===== src/rtl/slice_sub12.sv =====
// Multi-cycle subtractor: a - b - bin computed three bits per clock with borrow
// lookahead inside each slice, behind valid/ready handshakes on both sides.
module slice_sub12 #(
  parameter int WIDTH = 12
) (
  input  logic             clk,
  input  logic             rst,
  input  logic             in_valid,
  output logic             in_ready,
  input  logic [WIDTH-1:0] a,
  input  logic [WIDTH-1:0] b,
  input  logic             bin,
  output logic             out_valid,
  input  logic             out_ready,
  output logic [WIDTH-1:0] diff,
  output logic             bout,
  output logic             ovf,
  output logic             zero
);

  localparam int NS = WIDTH / 3;
  localparam int KW = (NS > 1) ? $clog2(NS) : 1;
  localparam logic [KW-1:0] K_LAST = KW'(NS - 1);

  typedef enum logic [1:0] {IDLE, RUN, DONE} state_t;

  state_t              state_q, state_d;
  logic [KW-1:0]       k_q, k_d;
  logic                br_q, br_d;
  logic [NS-1:0][2:0]  a_q, a_d, b_q, b_d, diff_q, diff_d;
  logic                bout_q, bout_d, ovf_q, ovf_d, zero_q, zero_d;

  logic [2:0] sa, sb, g, p, d;
  logic [3:0] br;

  // Current slice: generate/propagate form of a borrow chain, fully flattened.
  always_comb begin
    sa    = a_q[k_q];
    sb    = b_q[k_q];
    g     = ~sa & sb;
    p     = ~(sa ^ sb);
    br[0] = br_q;
    br[1] = g[0] | (p[0] & br[0]);
    br[2] = g[1] | (p[1] & g[0]) | (p[1] & p[0] & br[0]);
    br[3] = g[2] | (p[2] & g[1]) | (p[2] & p[1] & g[0]) | (p[2] & p[1] & p[0] & br[0]);
    d     = sa ^ sb ^ br[2:0];
  end

  always_comb begin
    state_d = state_q;
    k_d     = k_q;
    br_d    = br_q;
    a_d     = a_q;
    b_d     = b_q;
    diff_d  = diff_q;
    bout_d  = bout_q;
    ovf_d   = ovf_q;
    zero_d  = zero_q;
    case (state_q)
      IDLE: begin
        if (in_valid) begin
          a_d     = a;
          b_d     = b;
          br_d    = bin;
          k_d     = '0;
          state_d = RUN;
        end
      end
      RUN: begin
        diff_d[k_q] = d;
        br_d        = br[3];
        k_d         = k_q + KW'(1);
        if (k_q == K_LAST) begin
          k_d     = '0;
          state_d = DONE;
          bout_d  = br[3];
          // Slice NS-1 is the one being written, so d[2] is the result MSB.
          ovf_d   = (a_q[NS-1][2] != b_q[NS-1][2]) & (d[2] != a_q[NS-1][2]);
          zero_d  = (diff_d == '0);
        end
      end
      DONE: begin
        if (out_ready) state_d = IDLE;
      end
      default: state_d = IDLE;
    endcase
  end

  always_ff @(posedge clk) begin
    if (rst) begin
      state_q <= IDLE;
      k_q     <= '0;
      br_q    <= 1'b0;
      a_q     <= '0;
      b_q     <= '0;
      diff_q  <= '0;
      bout_q  <= 1'b0;
      ovf_q   <= 1'b0;
      zero_q  <= 1'b0;
    end else begin
      state_q <= state_d;
      k_q     <= k_d;
      br_q    <= br_d;
      a_q     <= a_d;
      b_q     <= b_d;
      diff_q  <= diff_d;
      bout_q  <= bout_d;
      ovf_q   <= ovf_d;
      zero_q  <= zero_d;
    end
  end

  assign in_ready  = (state_q == IDLE);
  assign out_valid = (state_q == DONE);
  assign diff      = diff_q;
  assign bout      = bout_q;
  assign ovf       = ovf_q;
  assign zero      = zero_q;

endmodule


===== config.mk =====
export PLATFORM = sky130hd
export DESIGN_NAME = slice_sub12
export DESIGN_NICKNAME = d
export VERILOG_FILES = /design/src/rtl/slice_sub12.sv
export SDC_FILE = /design/constraint.sdc
export NUM_CORES = 1
export LEC_CHECK = 0
export CAP_MARGIN = 40
export CORE_MARGIN = 1
export CORE_UTILIZATION = 25
export CTS_CLUSTER_SIZE = 12
export DETAILED_ROUTE_END_ITERATION = 16
export PLACE_DENSITY = 0.49
export RECOVER_POWER = 100
export SYNTH_ARGS = -nofsm -noshare
export SYNTH_HDL_FRONTEND = slang
export SYNTH_SLANG_ARGS = --single-unit

===== constraint.sdc =====
create_clock -name clk -period 2.4 [get_ports clk]
set_input_delay 0.48 -clock clk [delete_from_list [all_inputs] [get_ports clk]]
set_output_delay 0.48 -clock clk [all_outputs]
set_load 0.01 [all_outputs]

==> results by stage, run 1 <==
Status:
- The flow ran to the end, and the final reports show no timing, DRC or antenna violations.

Drt:
- Dividing the detail-routed via count by the number of cells gives 4.41.
- The number of nets with antenna violations after routing is 0.
- After detailed routing, the average wire length per cell comes to 11.8 microns.
- For this block, the initial DRC count from the detailed router was 51.
- The overall via count from detail_route is 1712.
- For this run, design rule violations remaining after detail routing come to 0.
- The aggregate routed wire length is 4.56 mm.
- The count of TritonRoute iterations in the first routing pass is 4.

Global routing:
- The total overflow left after global routing is 0.
- The number of global-route vias before repair is 1649.
- The first global-routing pass estimated 7.89 mm of wire.
- Entering global routing, the biggest net connects 45 pins.
- The initial antenna violation count came to 0.
- For this run, the total global-route usage over all layers was measured as 0.118.

Power:
- The share of total power dissipated in combinational logic is 0.214.
- The final total power is 1620 uW.
- The share of total power dissipated in the clock network is 0.295.
- The cell-internal power is 1180 uW.
- The fraction of power spent switching nets is 0.269.
- The power density relative to cell area is 589 nW/um^2.
- Summed over all cells, the static leakage comes to 0.00102 uW.
- The worst vdd rail ir drop is 0.262 mV.
- The share of total power dissipated in sequential elements is 0.491.
- The power spent charging and discharging nets is 435 uW.

Min path:
- The launch instance of the worst min-delay path is b_q[6]$_SDFFE_PP0P_.
- The worst hold-check path type is flip-flop to flip-flop.
- For hold timing, the worst endpoint is b_q[6]$_SDFFE_PP0P_.
- The instance count along the most critical hold path is 2.

Layout:
- For this run, the post-layout net count is 322.
- 0 antenna diodes ended up in the layout.
- The library cell used most frequently in the layout, excluding fill and tap cells, is sky130_fd_sc_hd__nand2_1.
- The relative area change from synthesis to final layout is 39.2%.
- The top cell types in the final layout, fill and taps aside, are 54 x sky130_fd_sc_hd__nand2_1, 43 x sky130_fd_sc_hd__dfxtp_1, 32 x sky130_fd_sc_hd__a21oi_1.
- Measured on the finished design, the core utilization comes to 0.357.
- The fraction of final layout cells with drive strength greater than 1 is 0.122.
- The count of non-filler cells in the finished layout is 388.
- The fill cell total of the finished layout is 821.

Timing:
- Of the available clock period, the critical path in the final layout requires 0.965.
- The worst slew margin relative to its limit is 0.366.
- The worst path in the final design needs a cycle of 2320 ps, including I/O delays and setup.
- The achievable clock frequency is 432 MHz.
- The count of endpoints failing setup in the final report is 0.
- Setup repair after global routing could not meet its margin everywhere.
- The count of final max-slew check failures came to 0.
- On the final layout, the worst clock skew is 7.57 ps.
- The hold violation count in the final report is 0.
- The worst-margin pin slew is 951 ps.

Worst setup path:
- The critical path in this run is classified as flip-flop to flip-flop.
- The count of cells along the worst register-to-register path is 6.
- The worst setup path is launched from a flip-flop.
- In this run the worst path has a maximum fanout of 5.
- At the worst endpoint, the arrival time is 2520 ps.
- STA classifies the critical path endpoint as a flip-flop.
- The beginning of the worst register-to-register path is k_q[0]$_SDFFE_PP0P_.
- In this run the critical register-to-register path is captured at ovf$_SDFFE_PP0P_.
- The setup slack of the most critical reg-to-reg path is 80 ps.
- The required time reported for the critical path endpoint is 2600 ps.

Floorplanning:
- The effective utilization at floorplan is 0.256.
- The die covers 8240 sq um.
- Measured along the y axis, the die boundary spans 90.8 microns.
- The area of the placeable core is 7690 sq um.
- The die is 90.8 microns wide.
- The floorplan row count is 32.
- The number of top-level pins is 46.

Logic synthesis:
- After synthesis the cells add up to 1970 sq um.
- Synthesis handed over a netlist of 235 instances.
- The share of the Yosys chip area taken by registers is 0.447.
- The post-synthesis cell type count is 32.
- Sorting the synthesized cells by area gives the leading types as sky130_fd_sc_hd__dfxtp_1 45%, sky130_fd_sc_hd__nand2_1 10%, sky130_fd_sc_hd__a21oi_1 8.6%.
- The top cell type by total area after synthesis is sky130_fd_sc_hd__dfxtp_1.
- The number of nets produced by synthesis is 272.
- Each instance of the synthesized netlist takes up on average 8.39 sq um.
- The Yosys step of the flow raised 0 warnings.
- After synthesis the netlist holds a flip-flop and latch count of 44.
- The share of synthesized area in the top cell type comes to 0.447.

Run:
- Max-cap violations in this run came to 0.

Place:
- The count of placed standard cells including taps is 378.
- Buffers placed on the I/O ports in this run total 45.
- Summed over all nets, the half-perimeter wirelength after detailed placement is 3.31 mm.
- The congestion estimate from routability-driven global placement came to 0.716.

Clocking:
- The root buffer cell chosen for the clock tree is sky130_fd_sc_hd__clkbuf_8.
- TritonCTS built the clock tree.
- The later pin in the worst-skew pair is clocked with a latency of 290 ps.
- The clock drives 44 sinks.
- The number of buffers created by CTS is 5.
- The H-tree generated during clock tree synthesis spans 2 levels.
- The buffer levels on the longest clock path is 2.
- After clock tree synthesis, the clock-pin slew on the worst setup and hold paths is 80 ps.
## metrics by stage
step / area (sq um) / hold slack [ps] / TNS [ps] / setup slack (ps)
2_1_floorplan: 2000 / 433 / 0 / 25.3
4_1_cts: 2690 / 458 / 0 / 4.11
5_1_grt: 2740 / 485 / -25.1 / -25.1
3_5_place_dp: 2590 / 447 / -3.39 / -3.39
3_3_place_gp: 2590 / 445 / 0 / 60.9
6_report: 2740 / 454 / 0 / 83.5
## synth_stat cells, drive strengths merged
cell     n
a311oi   1
and3     1
mux4     6
ha       7
a31o     1
nor2b    3
a221oi   1
dfxtp   44
buf      5
nand3    2
clkbuf  11
a31oi    1
fa       1
o22ai    1
o221ai   1
a211oi   8
nand2   54
mux2i    2
nand2b   3
o21ai    2
inv     11
a21oi   34
xnor2    1
or4b     1
nor2    20
or2b     1
nor3     4
nor3b    1
and2     5
nand3b   1
nor4     1
## metal layers
metal  share of wire  global-route usage
met1            0.48               0.160
met2            0.47               0.187
met5               0                   0
met3           0.040              0.0286
met4          0.0070              0.0317
## worst max-delay path by stage
stage / startpoint / endpoint / cells past startpoint
final: k_q[0]$_SDFFE_PP0P_ / ovf$_SDFFE_PP0P_ / 6
after global routing: k_q[0]$_SDFFE_PP0P_ / ovf$_SDFFE_PP0P_ / 6
after CTS: k_q[0]$_SDFFE_PP0P_ / ovf$_SDFFE_PP0P_ / 6
after detailed placement: k_q[0]$_SDFFE_PP0P_ / ovf$_SDFFE_PP0P_ / 6
after global placement: k_q[0]$_SDFFE_PP0P_ / ovf$_SDFFE_PP0P_ / 6
after floorplan: k_q[0]$_SDFFE_PP0P_ / ovf$_SDFFE_PP0P_ / 7
## sequential cells by signal, indices dropped and copies added (netlist names)
name	count
a_q	12
b_q	12
diff	12
k_q	2
state_q	2
bout	1
br_q	1
ovf	1
zero	1
## kinds of logic after synthesis
kind of cell	after synthesis	synth area share
flip-flops	44	0.447
AO/OA/AOI/OAI	50	0.146
buffers and inverters	27	0.0546
XOR/XNOR	1	0.00445
multiplexers	8	0.0787
adder cells (fa/ha/maj)	8	0.0546
AND/OR/NAND/NOR	97	0.215
## what timing repair did
| action | in CTS | in global routing |
|---|---|---|
| setup buffers | 0 | 2 |
| gates resized for setup | 1 | 8 |
| hold buffers | 0 | 0 |
| hold endpoints to repair | 0 | 0 |
| setup endpoints to repair | 1 | 2 |
| pin swaps | 0 | 4 |
## layout make-up
cell class                      count  area (sq um)  share of cell area
Inverter                           11          41.3              0.0150
Sequential cell                    44           885               0.322
Multi-Input combinational cell    164          1040               0.381
Clock buffer                        8          90.1              0.0328
Tap cell                          102           128              0.0465
Timing Repair Buffer               59           556               0.202
## power by group through the flow
stage / logic (uW) / registers (uW) / clock network, uW
2_1_floorplan: 184 / 805 / 0
3_3_place_gp: 323 / 812 / 0
3_5_place_dp: 326 / 812 / 0
4_1_cts: 327 / 794 / 493
5_1_grt: 386 / 801 / 524
6_report: 347 / 794 / 476
## critical path, cell delays in order (launching register included)
cell	delay, ps
sky130_fd_sc_hd__dfxtp_4	400
sky130_fd_sc_hd__mux4_2	540
sky130_fd_sc_hd__ha_4	330
sky130_fd_sc_hd__nand3_4	80
sky130_fd_sc_hd__and3_4	160
sky130_fd_sc_hd__or4b_1	460
sky130_fd_sc_hd__a311oi_1	260
No activity file was read; power rests on OpenSTA's default activity.
==> run 2, diff against run 1 <==
--- a/config.mk
+++ b/config.mk
@@ -12,6 +12,7 @@
 export DETAILED_ROUTE_END_ITERATION = 16
 export PLACE_DENSITY = 0.49
 export RECOVER_POWER = 100
+export REMOVE_ABC_BUFFERS = 1
 export SYNTH_ARGS = -nofsm -noshare
 export SYNTH_HDL_FRONTEND = slang
 export SYNTH_SLANG_ARGS = --single-unit
==> results by stage, run 2 (synthesized netlist as in run 1, its figures left out) <==
Timing:
- The final worst clock skew is 9.32 ps (+1.75 ps).
- The final clock period utilization by the worst path is 0.968 (+0.00257).
- The achievable clock frequency is 431 MHz (-0.27%).
- Setup repair after global routing could not meet its margin everywhere.
- The least setup slack across all paths after layout is 77.4 ps (-6.18 ps).
- The count of final max-slew check failures is 0 (unchanged).
- The post-layout minimum cycle time was 2320 ps (+6.18 ps).
- The worst-margin pin slew is 997 ps (+46.2 ps).
- The worst slew margin relative to its limit is 0.336 (-0.0308).
- The hold violation count in the final report was 0 (unchanged).
- The count of endpoints failing setup in the final report is 0 (unchanged).

Worst setup path:
- The required time reported for the critical path endpoint is 2600 ps (about the same).
- The category of the most critical setup path is flip-flop to flip-flop.
- The maximum net fanout on the critical path is 5 (unchanged).
- STA classifies the critical path endpoint as a flip-flop.
- The worst setup path is launched from a flip-flop.
- The worst path arrival time came to 2520 ps (about the same).

Floorplanning:
- The die outline height came to 90.8 microns (unchanged).
- The number of top-level pins is 46 (unchanged).
- The horizontal extent of the die came to 90.8 microns (unchanged).
- The floorplan row count is 32 (unchanged).
- The area of the placeable core is 7690 sq um (unchanged).
- The effective utilization at floorplan was 0.256 (unchanged).
- The area of the die is 8240 sq um (unchanged).

Clocking:
- The number of buffers created by CTS came to 5 (unchanged).
- The count of H-tree levels built during CTS is 2 (unchanged).
- The clock transition time at the flip-flop clock pins of the worst setup and hold paths is 80 ps (about the same).
- The clock network latency to the later pin of the worst-skew pair came to 290 ps (about the same).
- The tree is rooted in a sky130_fd_sc_hd__clkbuf_8.
- The buffer levels on the longest clock path was 2 (unchanged).
- The number of buffers added for setup after CTS was 0 (unchanged).
- The number of clock sinks seen by CTS was 44 (unchanged).
- TritonCTS built the clock tree.

Drt:
- The number of nets with antenna violations after routing was 0 (unchanged).
- The residual DRC count is 0 (unchanged).
- The count of TritonRoute iterations in the first routing pass was 4 (unchanged).
- The detailed-route wire length per cell is 11.6 microns (-1.4%).
- The number of design-rule violations left by the first detailed-router iteration was 61 (+20%).
- The aggregate routed wire length was 4.50 mm (-1.4%).
- The via-per-instance ratio is 4.25 (-3.7%).
- The overall via count from detail_route is 1649 (-3.7%).

Layout:
- The fraction of final layout cells with drive strength greater than 1 is 0.112 (-0.0105).
- The count of non-filler cells in the finished layout came to 388 (unchanged).
- The commonest non-fill, non-tap cell in the layout is sky130_fd_sc_hd__nand2_1.
- The relative area change from synthesis to final layout is 38.5%.
- The final layout net count was 322 (unchanged).
- The utilization after layout was 0.355 (-0.00179).
- In the layout the commonest cells are 54 x sky130_fd_sc_hd__nand2_1, 43 x sky130_fd_sc_hd__dfxtp_1, 32 x sky130_fd_sc_hd__a21oi_1.
- The number of diodes is 0 (unchanged).

Global routing:
- The number of global-route vias before repair is 1689 (+2.4%).
- The total routing resource utilization after global routing is 0.120 (+0.00179).
- The initial antenna violation count is 0 (unchanged).
- The largest net degree at the start of global routing is 25 (-44%).
- The wire length of the first global-routing pass is 7.98 mm (+1.1%).
- The global route total overflow is 0 (unchanged).

Status:
- The flow ran to the end, and the final reports show no timing, DRC or antenna violations.

Place:
- The worst slack at placement was -107 ps (-104 ps).
- The count of placed standard cells including taps is 380 (+0.53%).
- The detailed-placement wirelength estimate is 3.43 mm (+3.8%).
- The routability congestion estimate is 0.796 (+11%).
- The number of input and output port buffers inserted came to 45 (unchanged).

Power:
- The power density relative to cell area came to 625 nW/um^2 (+6.0%).
- The worst vdd rail ir drop is 0.267 mV (+2.1%).
- The leakage power total is 0.00102 uW (+0.38%).
- The final total power is 1710 uW (+5.5%).

Min path:
- The worst hold-check path type is flip-flop to flip-flop.

Run:
- The number of max-cap violations is 0 (unchanged).
[run 2: what timing repair did]
item                                    in CTS  in global routing
endpoints found under the setup margin       1                  1
resized for setup                            2                  7
pin swaps                                    0                  3
gates cloned                                 0                  0
hold buffers                                 0                  0
[run 2: area by class of cell]
| cell class | count | area [sq um] |
|---|---|---|
| tap | 102 | 128 |
| sequential | 44 | 885 |
| timing repair buffer | 59 | 544 |
| clock inverter | 2 | 38.8 |
| inverter | 11 | 41.3 |
| fill | 827 | 4960 |
| clock buffer | 6 | 82.6 |
| multi-input combinational | 164 | 1010 |
[run 2: power by group]
group	switching [uW]	total (uW)	internal, uW	leakage [uW]
combinational	156	321	166	0.000603
clock	250	590	340	0.0000614
sequential	26.2	793	767	0.000360
total	432	1700	1270	0.00102
[run 2: worst paths after layout]
check                                          from                  end  slack, ps  cells after the start
worst max register to register  k_q[0]$_SDFFE_PP0P_     ovf$_SDFFE_PP0P_         80                      6
worst max-delay path            k_q[0]$_SDFFE_PP0P_     ovf$_SDFFE_PP0P_         80                      6
worst min-delay path            b_q[7]$_SDFFE_PP0P_  b_q[7]$_SDFFE_PP0P_        460                      2
worst min register to register  b_q[7]$_SDFFE_PP0P_  b_q[7]$_SDFFE_PP0P_        460                      2
[run 2: per-layer routing]
| layer | vias to the layer above | track usage | wire (microns) |
|---|---|---|---|
| met1 | 715 | 0.161 | 2300 |
| met2 | 36 | 0.192 | 1990 |
| li1 | 893 | - | - |
| met4 | 0 | 0.0357 | 47 |
| met5 | - | 0 | 0 |
| met3 | 5 | 0.0269 | 157 |
[run 2: worst max-delay path: stages, from the launching register on]
cell and delay, ps:
sky130_fd_sc_hd__dfxtp_4 400, sky130_fd_sc_hd__mux4_2 550, sky130_fd_sc_hd__ha_4 310, sky130_fd_sc_hd__nand3_2 90, sky130_fd_sc_hd__and3_4 180, sky130_fd_sc_hd__or4b_1 460, sky130_fd_sc_hd__a311oi_1 240
[run 2: metrics by stage]
step           hold WS, ps  cell area, sq um  TNS (ps)
2_1_floorplan          427              1900      -153
3_3_place_gp           446              2590     -33.9
3_5_place_dp           446              2590      -107
4_1_cts                459              2710         0
5_1_grt                477              2730     -37.4
6_report               456              2730         0
==> run 3, diff against run 2 <==
==> constraint.sdc (replaced) <==
create_clock -name clk -period 2.4 [get_ports clk]
set_input_delay 0.72 -clock clk [delete_from_list [all_inputs] [get_ports clk]]
set_output_delay 0.72 -clock clk [all_outputs]
set_load 0.01 [all_outputs]
==> results by stage, run 3 (synthesized netlist as in run 1, its figures left out) <==
Status:
- The flow ran to the end, and the final reports show no timing, DRC or antenna violations.

Timing:
- The final worst clock skew was 6.70 ps (-2.62 ps).
- The final clock period utilization by the worst path is 0.964 (-0.00339).
- The achievable clock frequency is 432 MHz (+0.35%).
- The worst-case hold slack is 456 ps (+0.157 ps).
- The worst slew margin relative to its limit is 0.379 (+0.0437).
- The worst-margin pin slew was 931 ps (-65.6 ps).
- The count of endpoints failing setup in the final report is 0 (unchanged).
- The hold violation count in the final report is 0 (unchanged).
- The least setup slack across all paths after layout is 85.5 ps (+8.15 ps).
- The count of final max-slew check failures is 0 (unchanged).
- The post-layout minimum cycle time was 2310 ps (-8.15 ps).

Place:
- The number of input and output port buffers inserted is 45 (unchanged).
- The worst slack at placement is -99.0 ps (+8.36 ps).
- The routability congestion estimate is 0.785 (-1.3%).
- The detailed-placement wirelength estimate is 3.42 mm (-0.29%).
- The cell area after placement was 2580 sq um (-0.29%).

Global routing:
- The met1 routing resource usage after global routing is 0.154 (-0.00701).
- The met2 capacity usage during global routing came to 0.186 (-0.00631).
- After global routing, the most crowded layer is met2.
- The initial antenna violation count was 0 (unchanged).
- The wire length of the first global-routing pass was 7.74 mm (-2.9%).
- The total routing resource utilization after global routing is 0.115 (-0.00439).
- The largest net degree at the start of global routing is 25 (unchanged).
- The global route total overflow is 0 (unchanged).
- The number of global-route vias before repair came to 1647 (-2.5%).
- The met3 global-route usage is 0.0286 (+0.00168).

Worst setup path:
- The required time reported for the critical path endpoint is 2600 ps (about the same).
- In this run the critical register-to-register path is launched from k_q[0]$_SDFFE_PP0P_.
- Tracing the worst setup path back leads to its startpoint at k_q[0]$_SDFFE_PP0P_.
- The nature of the critical path startpoint is a flip-flop.
- The worst path arrival time was 2510 ps (about the same).
- The maximum net fanout on the critical path is 5 (unchanged).
- The worst setup path is captured at a flip-flop.
- The critical path is of the flip-flop to flip-flop type.

Power:
- The sequential cell fraction of total power came to 0.501 (+0.036).
- The cell-internal power is 1160 uW (-9.0%).
- The part of the power in the clock network is 0.304 (-0.042).
- The power spent charging and discharging nets is 423 uW (-2.0%).
- The fraction of power spent switching nets is 0.267 (+0.0142).
- The portion of total power attributed to combinational logic was 0.195 (+0.006).
- The leakage power total was 0.00100 uW (-2.3%).
- The worst vdd rail ir drop is 0.265 mV (-1.1%).
- The power density relative to cell area came to 589 nW/um^2 (-5.7%).

Clocking:
- The number of buffers added for setup after CTS is 0 (unchanged).
- The clock network latency to the later pin of the worst-skew pair is 290 ps (about the same).
- The count of H-tree levels built during CTS was 2 (unchanged).
- The number of buffers created by CTS is 5 (unchanged).
- The number of hold buffers added after CTS is 0 (unchanged).
- TritonCTS built the clock tree.
- The clock transition time at the flip-flop clock pins of the worst setup and hold paths is 80 ps (about the same).
- The cell sitting at the root of the clock tree is a sky130_fd_sc_hd__clkbuf_8.
- The buffer levels on the longest clock path came to 2 (unchanged).
- The number of clock sinks seen by CTS is 44 (unchanged).

Floorplanning:
- The die outline height is 90.8 microns (unchanged).
- The effective utilization at floorplan came to 0.256 (unchanged).
- The number of top-level pins came to 46 (unchanged).
- The area of the die is 8240 sq um (unchanged).
- The floorplan row count is 32 (unchanged).
- The horizontal extent of the die came to 90.8 microns (unchanged).
- The area of the placeable core is 7690 sq um (unchanged).

Drt:
- The via-per-instance ratio is 4.28 (+0.62%).
- The number of design-rule violations left by the first detailed-router iteration is 52 (-15%).
- The number of nets with antenna violations after routing came to 0 (unchanged).
- The count of TritonRoute iterations in the first routing pass is 4 (unchanged).
- The residual DRC count was 0 (unchanged).
- The aggregate routed wire length was 4.44 mm (-1.2%).
- The detailed-route wire length per cell is 11.5 microns (-0.99%).
- The overall via count from detail_route is 1655 (+0.36%).

Layout:
- In the layout the commonest cells are 54 x sky130_fd_sc_hd__nand2_1, 42 x sky130_fd_sc_hd__dfxtp_1, 33 x sky130_fd_sc_hd__a21oi_1.
- Leaving out fill and tap cells, the most frequent cell in the layout is sky130_fd_sc_hd__nand2_1.
- The post-route cell area is 2690 sq um (-1.6%).
- The utilization after layout came to 0.350 (-0.00553).
- From synthesis to final layout, the design area changed by 36.4%.
- The fraction of final layout cells with drive strength greater than 1 is 0.0982 (-0.0136).
- The final layout net count was 321 (-0.31%).
- The number of diodes is 0 (unchanged).

Min path:
- The tightest min-delay check is of the flip-flop to flip-flop type.
- The launch instance of the worst min-delay path is b_q[4]$_SDFFE_PP0P_.

Run:
- The number of max-cap violations is 0 (unchanged).
==> run 3: routing by layer <==
metal / wire length (microns) / vias up
met5: 0 / -
met4: 30 / 0
met3: 158 / 4
met2: 2050 / 37
met1: 2200 / 728
li1: - / 886
==> run 3: power groups by stage <==
stage               clock network [uW]  logic, uW  registers (uW)
CTS                                495        320             795
detailed placement                   0        319             812
global route                       522        351             800
finish                             480        309             793
floorplan                            0        152             809
global placement                     0        317             812
==> run 3: final timing paths <==
check / to / slack (ps) / cells after the start
worst max-delay path: ovf$_SDFFE_PP0P_ / 90 / 6
worst min-delay path: b_q[4]$_SDFFE_PP0P_ / 460 / 2
worst min register to register: b_q[4]$_SDFFE_PP0P_ / 460 / 2
worst max register to register: ovf$_SDFFE_PP0P_ / 90 / 6
==> run 3: final cells by class <==
class                   count  area, sq um
fillers                   840         5000
multi-input cells         164         1000
flip-flops and latches     44          886
repair buffers             58          537
well taps                 102          128
clock buffers               7         86.3
inverters                  11         41.3
clock inverters             1         7.51
==> run 3: metrics by stage <==
stage	TNS, ps	power, uW	cells
final	0	1580	387
after detailed placement	-99.0	1130	379
after global placement	-30.7	1130	379
after floorplan	-153	961	219
after global routing	-8.22	1670	387
after CTS	0	1610	387
==> run 3: worst max-delay path: stages, from the launching register on <==
cell and delay, ps:
sky130_fd_sc_hd__dfxtp_4 390, sky130_fd_sc_hd__mux4_2 550, sky130_fd_sc_hd__ha_4 300, sky130_fd_sc_hd__nand3_1 90, sky130_fd_sc_hd__and3_4 180, sky130_fd_sc_hd__or4b_1 460, sky130_fd_sc_hd__a311oi_1 250
==> run 3: what timing repair did <==
| action | 4_1_cts | 5_1_grt |
|---|---|---|
| cloned | 0 | 0 |
| resized for setup | 2 | 5 |
| endpoints found under the setup margin | 1 | 2 |
| pin swaps | 0 | 2 |
==> variant 1, RTL diff (config.mk and constraints of run 3) <==
Encoding of `state_t`: now one-hot (3 bits for 3 states).
--- a/src/rtl/slice_sub12.sv
+++ b/src/rtl/slice_sub12.sv
@@ -23,5 +23,5 @@
   localparam logic [KW-1:0] K_LAST = KW'(NS - 1);
 
-  typedef enum logic [1:0] {IDLE, RUN, DONE} state_t;
+  typedef enum logic [2:0] {IDLE = 3'b001, RUN = 3'b010, DONE = 3'b100} state_t;
 
   state_t              state_q, state_d;
Behaviour: no difference found for any inputs over 10 cycles, from zero or initial values and one cycle with rst high; not proved beyond that.
==> variant 1 against run 3 <==
- sequential cell count rose by 1
- setup slack better by 0.010 ns
- clock skew shrank 0.0014 ns
- final area grew 6.1%
- final cell count is 3.4% higher
- power grew 6.8%
- global-route usage shrank 0.093 points
- routed wire length up 5.7%
- area after synthesis is 4.6% higher
- sequential power up 0.9%
- critical path type unchanged
- largest cell class unchanged
- largest power group unchanged
==> variant 1: results (changes against run 3) <==
* Clock-pin slew on the worst setup and hold paths at 0.08 ns (about the same)
* GRT Overall Usage at 11.5% (-0.093 points)
* Fin nets at 334 (+4.0%)
* Critical path's largest stage delay at 0.52 ns (-0.03 ns)
* Clock latency on the worst-skew pair at 0.29 ns (about the same)
* Hold_sp: a_q[4]$_SDFFE_PP0P_
* Min Hold Slack at 0.456 ns (+0.000585 ns)
* CTS H-tree lvls at 2 (unchanged)
* Critical path data arrival time at 2.51 ns (about the same)
* Num CTS Buffers at 5 (unchanged)
* Cell count after placement at 392 (+3.4%)
* Peak VDD IR at 203 uV (-23%)
* Synth Area per Inst at 8.34 sq um (-0.51%)
* FF-to-FF path depth at 8 (+2)
* Root Buffer: clkbuf_8
* Crit path max-delay cell type: mux4_2
* Post-Layout Cell Count at 400 (+3.4%)
* # diodes at 0 (unchanged)
* Post-CTS setup buffer count at 0 (unchanged)
* Largest net degree at the start of global routing at 27 (+8.0%)
* Clk_skew at 0.00531 ns (-0.00139 ns)
* Worst R2R Start: k_q[1]$_SDFFE_PP0P_
* Yosys warns at 0 (unchanged)
* Tightest Hold Check Type: flip-flop to flip-flop
* Slew HR at 54.9% (+17 points)
* Reg2Reg Setup Slack at roughly 0.096 ns
* WL per Instance at 11.7 um (+2.2%)
* Vias in the first global route at 1640 (-0.43%)
* Ys flop type: dfxtp_1
* Synth area leaders: dfxtp_1 (44%), nand2_1 (11%), a21oi_1 (9.2%), mux4_2 (6.6%), ha_1 (4.3%)
* Outcome: finished, final reports clean
* FILL cells at 861 (+2.5%)
* Vias at 1785 (+7.9%)
* CTS Buffer Depth at 2 (unchanged)
* First-pass DRT Iterations at 4 (unchanged)
* Hold worst-path end: a_q[4]$_SDFFE_PP0P_
* RR Endpoint: ovf$_SDFFE_PP0P_
* Pleak at 0.00106 uW (+6.0%)
* Synth async-reset ratio at 0% (unchanged)
* GP Congestion at 0.725 (-7.6%)
* First-pass GRT wire length at 7.81 mm (+0.89%)
* Unique cell type count in the Yosys netlist at 37 (+16%)
* Initial DRC count at 37 (-29%)
* Initial antenna violation count at 0 (unchanged)
* Crit Path Max Fanout at 3 (-2)
* Layout cells sized above 1 at 12.8% (+2.9 points)
* Register area share after synthesis at 43.7% (-0.98 points)
* PortBufs at 45 (unchanged)
* Post-detail-place hpwl at 3.50 mm (+2.1%)
* Most frequent cells after synthesis: nand2_1 (62), dfxtp_1 (45), a21oi_1 (38)
* Hold Path Depth at 2 (unchanged)
variant 1: cell types whose count changed after synthesis, sizes merged, moves of 3 or more:
cell	before	now
nor3	4	12
nor2	20	14
nand3	2	5
nand2	54	62
nor2b	3	0
a21oi	34	39
and2	5	2
buf	5	8
a211oi	8	2
a311oi	1	4
variant 1: how the worst max path moves through the flow:
stage,start,to,cells after the start
after floorplan,k_q[0]$_SDFFE_PP0P_,ovf$_SDFFE_PP0P_,7
after global placement,k_q[0]$_SDFFE_PP0P_,ovf$_SDFFE_PP0P_,7
after detailed placement,k_q[0]$_SDFFE_PP0P_,ovf$_SDFFE_PP0P_,7
after CTS,k_q[0]$_SDFFE_PP0P_,ovf$_SDFFE_PP0P_,7
after global routing,k_q[1]$_SDFFE_PP0P_,ovf$_SDFFE_PP0P_,8
final,k_q[1]$_SDFFE_PP0P_,ovf$_SDFFE_PP0P_,8
variant 1: power by group:
part | leakage (uW) | internal (uW) | total (uW) | switching [uW]
Combinational | 0.000635 | 155 | 299 | 144
Clock | 0.0000585 | 340 | 591 | 251
Sequential | 0.000368 | 778 | 800 | 22.4
variant 1: kinds of logic after synthesis:
kind of cell | Yosys count | share of synthesized area (%)
buf+inv | 26 | 5.34
fa+ha+maj | 8 | 5.22
mux | 8 | 7.53
flops | 45 | 43.7
compound gates | 55 | 15.4
xor+xnor | 2 | 1.21
simple gates | 103 | 21.6
variant 1: layout make-up:
| class | count | area [sq um] | share of cell area [%] |
|---|---|---|---|
| multi-input combinational | 176 | 1090 | 38.2 |
| sequential | 45 | 907 | 31.8 |
| timing repair buffer | 60 | 577 | 20.2 |
| tap | 102 | 128 | 4.48 |
| clock buffer | 7 | 86.3 | 3.03 |
| inverter | 9 | 33.8 | 1.19 |
| clock inverter | 1 | 30.0 | 1.05 |
variant 1: metrics by stage:
stage	instance area [sq um]	setup slack [ns]
2_1_floorplan	1980	-0.210
3_3_place_gp	2690	0.0179
3_5_place_dp	2690	-0.0398
4_1_cts	2820	0.0158
5_1_grt	2850	0.000318
6_report	2850	0.0959
variant 1: what timing repair did:
action,CTS,global route
gates resized for setup,4,7
endpoints found under the setup margin,1,2
pin swaps,1,4
variant 1: worst max-delay path, delay by kind of cell, from the launching register on:
kind / cells / cell delay (ns)
XOR/XNOR: 1 / 0.08
AND/OR/NAND/NOR: 1 / 0.35
flip-flops: 1 / 0.36
buffers and inverters: 1 / 0.09
adder cells (fa/ha/maj): 1 / 0.20
multiplexers: 1 / 0.52
AO/OA/AOI/OAI: 3 / 0.62
variant 1: layer usage:
| metal | GRT usage [%] | up-vias | wire length, um |
|---|---|---|---|
| li1 | - | 941 | - |
| met1 | 15.8 | 807 | 2380 |
| met2 | 17.5 | 32 | 2110 |
| met3 | 2.87 | 5 | 169 |
| met4 | 3.46 | 0 | 32 |
| met5 | 0 | - | 0 |
==> variant 2, RTL diff (config.mk and constraints of run 3) <==
Without the edit above. `WIDTH`: 12 -> 18.
--- a/src/rtl/slice_sub12.sv
+++ b/src/rtl/slice_sub12.sv
@@ -2,5 +2,5 @@
 // lookahead inside each slice, behind valid/ready handshakes on both sides.
 module slice_sub12 #(
-  parameter int WIDTH = 12
+  parameter int WIDTH = 18
 ) (
   input  logic             clk,
Ports: changed (resized a, b and diff); port bits go from 46 to 64. The function was not compared with the original's and may differ.
==> variant 2 against run 3 <==
- the flow now finishes with violations (negative setup slack)
- sequential share of layout area shrank 3.0 points
- global-route usage grew 2.1 points
- sequential cell count grew 19
- fmax shrank 6.0%
- setup slack lost 0.15 ns
- final area grew 57%
- via count grew 62%
- power grew 93%
- routed wire length grew 75%
- die area grew 45%
- area after synthesis grew 46%
- critical path type unchanged
- largest power group is now clock
==> variant 2: results (changes against run 3) <==
* Vias in the first global route at 2640 (+60%)
* Unique cell type count in the Yosys netlist at 47 (+47%)
* GRT Overall Usage at 13.7% (+2.1 points)
* Initial DRC count at 101 (+94%)
* Most frequent cells after synthesis: nand2_1 (84), dfxtp_1 (63), a21oi_1 (54)
* Placement row count at 38 (+19%)
* Final setup violation count at 2 (+2)
* Yosys warns at 0 (unchanged)
* Post-detail-place hpwl at 5.81 mm (+70%)
* Layout cells sized above 1 at 16.4% (+6.5 points)
* Peak VDD IR at 336 uV (+27%)
* CTS Buffer Depth at 2 (unchanged)
* Slew at the pin closest to its max-slew limit at 0.732 ns (-0.199 ns)
* Largest net degree at the start of global routing at 38 (+52%)
* Tightest Hold Check Type: flip-flop to flip-flop
* Register area share after synthesis at 43.7% (-0.99 points)
* Num CTS Buffers at 9 (+4)
* Setup TNS at -0.0931 ns (-0.0931 ns)
* Violated checks: negative setup slack
* GP Congestion at 0.805 (+2.5%)
* Clock-pin slew on the worst setup and hold paths at 0.05 ns (-0.03 ns)
* Synth area leaders: dfxtp_1 (44%), nand2_1 (11%), a21oi_1 (9.4%), mux2i_1 (5.6%), nor2_1 (4.3%)
* Crit Path Max Fanout at 5 (unchanged)
* Fin nets at 480 (+50%)
* Root Buffer: clkbuf_16
* First-pass GRT wire length at 12.6 mm (+63%)
* First-pass DRT Iterations at 4 (unchanged)
* Outcome: finished, violations left
* CTS H-tree lvls at 3 (+1)
* Clk_skew at 0.00384 ns (-0.00286 ns)
* Final WS setup at -0.0633 ns (-0.149 ns)
* Pleak at 0.00162 uW (+62%)
* Synth async-reset ratio at 0% (unchanged)
* WL per Instance at 13.4 um (+17%)
* Critical path data arrival time at 2.70 ns (+0.19 ns)
* # diodes at 0 (unchanged)
* Vias at 2674 (+62%)
* PortBufs at 63 (+40%)
* Clock latency on the worst-skew pair at 0.32 ns (+0.03 ns)
[variant 2: changes by cell type in the layout (fill, tap and decap cells not counted), moves of 5 or more]
cell,run 3,this run
a21oi_1,33,53
buf_4,8,22
clkbuf_16,0,9
clkdlybuf4s50_1,28,39
dfxtp_1,42,59
dlygate4sd3_1,17,23
inv_1,11,6
mux2i_1,2,16
mux4_2,6,0
nand2_1,54,84
nand3_1,2,7
nor2_1,20,31
[variant 2: path summary, 6_finish.rpt]
path / slack, ns / start / endpoint / cells past startpoint
worst max-delay path: -0.06 / k_q[0]$_SDFFE_PP0P_ / zero$_SDFFE_PP0P_ / 9
worst min-delay path: 0.46 / a_q[2]$_SDFFE_PP0P_ / a_q[2]$_SDFFE_PP0P_ / 2
worst max register to register: -0.06 / k_q[0]$_SDFFE_PP0P_ / zero$_SDFFE_PP0P_ / 9
worst min register to register: 0.46 / a_q[2]$_SDFFE_PP0P_ / a_q[2]$_SDFFE_PP0P_ / 2
[variant 2: layer usage]
metal  vias to the layer above  share of wire (%)  wire length, um  GRT usage, %
li1                       1387                  -                -             -
met3                         6                4.4              344          3.79
met1                      1222                 48             3770          17.5
met2                        59                 46             3600          22.6
met5                         -                  0                0             0
met4                         0               0.90               70          3.14
[variant 2: cells by family (layout without fill, tap and decap cells)]
family / count (synthesis) / in the layout / share of synthesized area (%)
flip-flops: 63 / 63 / 43.7
XOR/XNOR: 1 / 1 / 0.304
AO/OA/AOI/OAI: 86 / 86 / 18.1
buffers and inverters: 35 / 114 / 5.64
multiplexers: 19 / 19 / 6.72
AND/OR/NAND/NOR: 153 / 153 / 23.5
adder cells (fa/ha/maj): 4 / 4 / 1.99
[variant 2: repair_timing]
action	CTS	global route
resized for setup	5	26
hold buffers	0	0
buffers inserted	0	3
pin swaps	0	13
endpoints found under the setup margin	8	16
[variant 2: critical path, cell delays in order, from the launching register on]
cell and delay (ns):
dfxtp_4 0.38, mux2_4 0.31, a22oi_2 0.14, nor2_2 0.07, a311o_1 0.35, fa_2 0.41, xor2_2 0.17, nor4_1 0.19
nand4_1 0.13, o31ai_1 0.22
[variant 2: through the flow]
stage,cell area [sq um],cells,setup WS [ns],power (uW)
floorplan,2750,333,-1.07,1340
global placement,3750,561,-0.0356,1560
detailed placement,3750,561,-0.126,1560
CTS,4110,577,-0.0366,3050
global route,4230,580,-0.189,3180
finish,4230,580,-0.0633,3060
[variant 2: layout make-up]
type	count	area, sq um
Sequential cell	63	1270
Clock buffer	14	284
Multi-Input combinational cell	263	1560
Clock inverter	2	60.1
Timing Repair Buffer	91	861
Tap cell	140	175
Fill cell	1162	6800
Inverter	7	26.3
[variant 2: where the power goes]
part           switching [uW]  internal [uW]
Combinational             231            228
Sequential               36.4           1090
Clock                     445           1020
Total                     712           2340
